--- src/rtl/priority_encoder_8to3.sv ---
// Registered MSB-first priority encoder: y = index of highest set bit of i, valid when enabled and i != 0.
// Latency: 1 cycle. No backpressure; a new vector is accepted every cycle.
module priority_encoder_8to3 #(
    parameter  int WIDTH = 8,
    localparam int OUT_W = $clog2(WIDTH)
) (
    input  logic             clk,
    input  logic             rst_n,
    input  logic             enable,
    input  logic [WIDTH-1:0] i,
    output logic [OUT_W-1:0] y,
    output logic             valid
);

    logic [OUT_W-1:0] enc_idx;
    logic             enc_hit;

    // Descending scan: the first set bit found from the top wins, lower bits are masked by enc_hit.
    always_comb begin
        enc_idx = '0;
        enc_hit = 1'b0;
        for (int k = WIDTH - 1; k >= 0; k--) begin
            if (!enc_hit && i[k]) begin
                enc_idx = OUT_W'(k);
                enc_hit = 1'b1;
            end
        end
    end

    always_ff @(posedge clk or negedge rst_n) begin
        if (!rst_n) begin
            y     <= '0;
            valid <= 1'b0;
        end else if (enable && enc_hit) begin
            y     <= enc_idx;
            valid <= 1'b1;
        end else begin
            y     <= '0;
            valid <= 1'b0;
        end
    end

endmodule

--- config.mk ---
export PLATFORM = sky130hd
export DESIGN_NAME = priority_encoder_8to3
export DESIGN_NICKNAME = d
export VERILOG_FILES = /design/src/rtl/priority_encoder_8to3.sv
export SDC_FILE = /design/constraint.sdc
export NUM_CORES = 1
export LEC_CHECK = 0
export BUFFER_PORTS_ARGS = -buffer_cell sky130_fd_sc_hd__buf_2
export CORE_AREA = 5 5 42 44
export CTS_CLUSTER_SIZE = 16
export DETAILED_ROUTE_END_ITERATION = 6
export DIE_AREA = 0 0 47 49
export RECOVER_POWER = 100
export SYNTH_ARGS = -nofsm -noshare
export SYNTH_HDL_FRONTEND = slang
export SYNTH_SLANG_ARGS = --single-unit
--- constraint.sdc ---
create_clock -name clk -period 0.8 [get_ports clk]
set_input_delay 0.08 -clock clk [delete_from_list [all_inputs] [get_ports clk]]
set_output_delay 0.08 -clock clk [all_outputs]
set_load 0.01 [all_outputs]
==> results of run 1 <==
## repair_timing
| action | CTS | global route |
|---|---|---|
| hold endpoints to repair | 4 | 0 |
| hold buffers | 1 | 0 |
| setup endpoints to repair | 3 | 4 |
## where the power goes
group / switching [mW] / leakage [nW] / internal (mW) / total [mW]
clock: 0.0777 / 0.0138 / 0.167 / 0.245
sequential: 0.00265 / 0.0482 / 0.216 / 0.219
combinational: 0.0450 / 0.103 / 0.0529 / 0.0979
total: 0.125 / 0.165 / 0.436 / 0.562
## worst max-delay path by stage
stage                     slack (ns)     to  cells past startpoint  from
after CTS                     -0.009   y[2]                      1  y[2]
after global placement         -0.15  valid                      4  i[6]
after detailed placement       -0.19  valid                      4  i[6]
final                         0.0006   y[2]                      1  y[2]
after global routing           -0.02   y[0]                      1  y[0]
after floorplan                 0.01  valid                      3  i[6]
## placed cells by master (no fill, tap or decap)
cell	count
clkbuf_1	2
nor4_4	1
nand2_1	1
inv_1	1
nor2_1	2
and2b_2	1
dfrtp_1	4
clkbuf_4	3
o31a_1	2
a21oi_1	1
o311a_2	1
dlygate4sd3_1	1
nand2b_1	1
buf_4	3
buf_2	12
and3_2	1
## layout make-up
| cell class | count | area [µm²] |
|---|---|---|
| Sequential cell | 4 | 100 |
| Clock buffer | 3 | 22.5 |
| Inverter | 1 | 3.75 |
| Tap cell | 16 | 20.0 |
| Multi-Input combinational cell | 11 | 88.8 |
| Fill cell | 166 | 1070 |
| Timing Repair Buffer | 18 | 100 |
## kinds of logic after synthesis
group           Yosys count
flops                     4
simple gates              7
compound gates            4
buf+inv                   1
## cells in the mapped netlist
| master | count | area share (%) |
|---|---|---|
| dfrtp_1 | 4 | 54 |
| nor2_1 | 2 | 4.1 |
| o31a_1 | 2 | 9.5 |
| a21oi_1 | 1 | 2.7 |
| and2b_2 | 1 | 4.8 |
| and3_2 | 1 | 4.1 |
| inv_1 | 1 | 2.0 |
| nand2_1 | 1 | 2.0 |
| nand2b_1 | 1 | 3.4 |
| nor4_2 | 1 | 6.8 |
| o311a_2 | 1 | 6.1 |
## stage by stage
| step | hold slack, ns | TNS (ns) | cell area (µm²) |
|---|---|---|---|
| finish | 0.0868 | 0 | 335 |
| global route | 0.0855 | -0.0526 | 335 |
| CTS | 0.0805 | -0.0160 | 338 |
| detailed placement | -0.113 | -0.434 | 305 |
| global placement | -0.115 | -0.358 | 305 |
| floorplan | -0.216 | 0 | 193 |
## flip-flops by register name, summed over array words and instances, names as in the netlist
| register | count |
|---|---|
| valid | 1 |
| y | 3 |
## per-layer routing
metal	GRT usage [%]	part of all wire, %	vias to the layer above
met3	0.369	12	2
met2	5.88	47	12
met1	4.69	38	87
li1	-	-	100
met4	8.29	2.7	0
met5	0	0	-
==> impl_results.md, run 1 <==
* I/O Pins at 15
* Clock slew at reported path FFs at 0.03 ns
* Cell family with most CP delay: flip-flops
* Mapped Area at about 180 µm²
* Fmax at 1.25 GHz
* Compound-Gate Fraction of Synth Area at 18.4%
* Post-Place Cells at 49
* Post-Route WL at around 500 µm
* Final setup margin at 0.000628 ns
* Crit path kind: flip-flop to output port
* WP buf/inv at 1
* Initial antenna violation count at 0
* First-pass GRT wire length at 690 µm
* Core area at 1400 µm²
* CP max stage delay at 0.35 ns
* WHS Path Cells at 2
* Max FO, Critical Path at 1
* GP Congestion at 0.757
* Worst-margin pin slew at 0.235 ns
* Syn_area_per_cell at 11.5 µm²
* Share of layout cells above drive strength 1 at 59.5%
* Synth unique cells at 11
* Hold Path Sink: valid
* DR vias at 201
* Area grow syn2layout at 82.3%
* Dpl ws at -0.186 ns
* Initial Utilization at 13.1%
* # Post-CTS Setup Buffers at 0
* Worst min path class: input pin to flip-flop
* Post-cts resize count at 0
* CP Launch Type: flip-flop
* Ys Warns at 0
* Total Routing Usage GR at between 4 and 5%
* Sink Count at 4
* Maxcap violations at 0
* Critical-path top delay cell: dfrtp_1
* Utilization after layout at 23.9%
* Sequential share of the synthesized area at 54.4%
* Xor and xnor fraction of the mapped netlist area at 0%
* CTS tree: done
* Arrival time worst endpoint at between 0.7 and 0.8 ns
* Slew Viols, Final at 0
* Port Buffers at 14
* Via density at 3.79
* Power per cell area at roughly 1700 nW/µm²
* Post-Layout Cell Count at 53
* N_diodes at 0
* Final critical-path share of the clock period at 99.9%
* Mux cell area share after synthesis at 0%
* Fin nets at 50
* Final hold vios at 0
* Synthesized Nets at 27
* Status: complete, no violations
* Hold Path Origin: i[0]
* Synth Area in Adders at 0%
* CP Cell Sequence: buf_2
* Antenna-violating nets left at 0
* # DRC at 0
* Drt first pass iters at 4
* Total power at 0.562 mW
* CTS buffer count at 3
* RSZ-0062 raised after global routing: true
* Flops & latches, synth at 4
* Clock buffer depth at 2
* DIE HEIGHT at between 40 and 50 µm
* VDD IR max at 354 µV
* Req. time, crit path at 0.72 ns
* Die Area at 2300 µm²
* CTS H-Tree Depth at 1
* Vias in the first global route at between 200 and 250
* Crit path capture type: output port
* Drt initial violations at 3
* Final worst path period need at ~0.80 ns
* Final setup vio count at 0
* Post-Synth Simple-Gate Area at 25.2%
* Largest family of logic cells by synthesized area: simple AND/OR/NAND/NOR gates
* Synth Instances at 16
* FP Rows at 14
* Leakage power figure at around 0.17 nW
* Max_slew headroom at 84.2%
* Die Width at 47 µm
* Clock root cell: clkbuf_4
* Overflow left after global routing at 0
* Largest net degree at the start of global routing at 5
* Wire length per cell at 9.64 µm
Power figures use the tool's default switching activity.
==> inputs of run 2 (changes only) <==
- PLACE_DENSITY: not set -> 0.42
==> impl_results.md, run 2 (synthesized netlist as in run 1, its figures left out) <==
* Fmax at 1.26 GHz
* Placed instance area at slightly below 300 µm²
* Most frequent cells in the layout: 13 x buf_2, 4 x clkbuf_4, 4 x dfrtp_1
* CP Cell Sequence: buf_2
* Wire length per cell at a little over 10 µm
* CTS buffer count at 3
* WP buf/inv at 1
* Crit path capture type: output port
* DIE HEIGHT at 49 µm
* Power per cell area at 1660 nW/µm²
* Worst-margin pin slew at ~0.22 ns
* Largest regs: y (3), valid (1)
* Most common cell after layout, fill and taps aside: buf_2
* I/O Pins at 15
* Slew Viols, Final at 0
* Clock buffer depth at 2
* Arrival time worst endpoint at 0.72 ns
* Antenna-violating nets left at 0
* Core area at roughly 1400 µm²
* Drt initial violations at 0
* Maxcap violations at 0
* Total Routing Usage GR at around 6.1%
* First-pass GRT wire length at 966 µm
* Post-Place Cells at 48
* Req. time, crit path at 0.72 ns
* Largest net degree at the start of global routing at 5
* CTS tree: done
* Leakage power figure at around 0.17 nW
* DR vias at 195
* Cell family with most CP delay: flip-flops
* Area grow syn2layout at 83.0%
* Final hold vios at 0
* Worst min path class: input pin to flip-flop
* Share of layout cells above drive strength 1 at 62.2%
* FP Rows at 14
* Net Sw Power at 0.123 mW
* Final critical-path share of the clock period at slightly below 100%
* Final setup vio count at 0
* Hold Path Origin: i[0]
* Comb power frac at 17.6%
* Max_slew headroom at 85.3%
* Port Buffers at 14
* N_diodes at 0
* Clock slew at reported path FFs at around 0.040 ns
* Critical-path top delay cell: dfrtp_1
* Die Width at 47 µm
* Internal Pwr Total at 0.435 mW
* GP Congestion at 0.800
* Via density at ~3.7
* Net Sw Frac at 22.1%
* RSZ-0062 raised after global routing: true
* CTS H-Tree Depth at 1
* Final worst path period need at 0.795 ns
* Post-Route WL at between 500 and 600 µm
* Vias in the first global route at 255
* Hold Path Sink: valid
* Largest register FFs at 3
* Crit path kind: flip-flop to output port
* Initial antenna violation count at 0
* Initial Utilization at 13.1%
* Clock root cell: clkbuf_4
* Status: complete, no violations
* Drt first pass iters at 1
* Max FO, Critical Path at 1
* Cell area after layout at 337 µm²
* VDD IR max at 328 µV
* Die Area at 2300 µm²
* WHS Path Cells at 2
* Fin nets at 50
* Dpl hpwl at 456 µm
* Clock power frac at 43.3%
* Post-Layout Cell Count at 53
* Reg power frac at 39.1%
* Top reg by flops: y
* # DRC at 0
* CP max stage delay at 0.35 ns
* CP Launch Type: flip-flop
* Sink Count at 4
* Overflow left after global routing at 0
* Fill count at 163
-- run 2: cell count changes in the layout (fill, tap and decap cells not counted) --
cell / previous run / this run
buf_2: 12 / 13
buf_4: 3 / 2
clkbuf_1: 2 / 1
clkbuf_4: 3 / 4
-- run 2: per-stage QoR --
stage / hold slack [ns] / total power, mW / TNS (ns) / util, % / setup WS [ns]
2_1_floorplan: -0.216 / 0.251 / 0 / - / 0.0145
3_3_place_gp: -0.116 / 0.313 / -0.310 / 21.3 / -0.139
3_5_place_dp: -0.113 / 0.316 / -0.404 / 21.3 / -0.176
4_1_cts: 0.0773 / 0.577 / -0.0283 / 23.6 / -0.0159
5_1_grt: 0.0889 / 0.602 / -0.124 / 24.0 / -0.0357
6_report: 0.0915 / 0.559 / 0 / 24.0 / 0.00491
-- run 2: area by class of cell --
cell class	instances	area, µm²	area share (%)
repair buffers	18	101	30.1
flip-flops and latches	4	100	29.7
multi-input cells	11	88.8	26.4
clock buffers	3	22.5	6.69
well taps	16	20.0	5.95
inverters	1	3.75	1.12
-- run 2: worst max-delay path by stage --
stage	slack, ns	end	cells past startpoint	from
finish	0.005	y[1]	1	y[1]
global placement	-0.14	valid	4	i[6]
floorplan	0.01	valid	3	i[6]
global route	-0.04	y[1]	1	y[1]
CTS	-0.02	y[1]	1	y[1]
detailed placement	-0.18	valid	4	i[6]
-- run 2: repair_timing --
item | 4_1_cts | 5_1_grt
gates resized for setup | 0 | 0
setup buffers | 0 | 1
hold buffers | 1 | 0
pin swaps | 0 | 2
hold endpoints to repair | 4 | 0
endpoints found under the setup margin | 4 | 5
-- run 2: power groups by stage --
| stage | clock [mW] | combinational, mW | sequential, mW |
|---|---|---|---|
| 6_report | 0.242 | 0.0981 | 0.219 |
| 5_1_grt | 0.270 | 0.111 | 0.221 |
| 4_1_cts | 0.259 | 0.0989 | 0.219 |
| 3_5_place_dp | 0 | 0.0944 | 0.222 |
| 3_3_place_gp | 0 | 0.0922 | 0.221 |
| 2_1_floorplan | 0 | 0.0224 | 0.229 |
-- run 2: per-layer routing --
metal | vias up | track usage [%] | share of wire [%]
met1 | 80 | 7.11 | 43
met2 | 15 | 7.92 | 38
met3 | 0 | 2.58 | 19
met5 | - | 0 | 0
met4 | 0 | 5.53 | 0
li1 | 100 | - | -
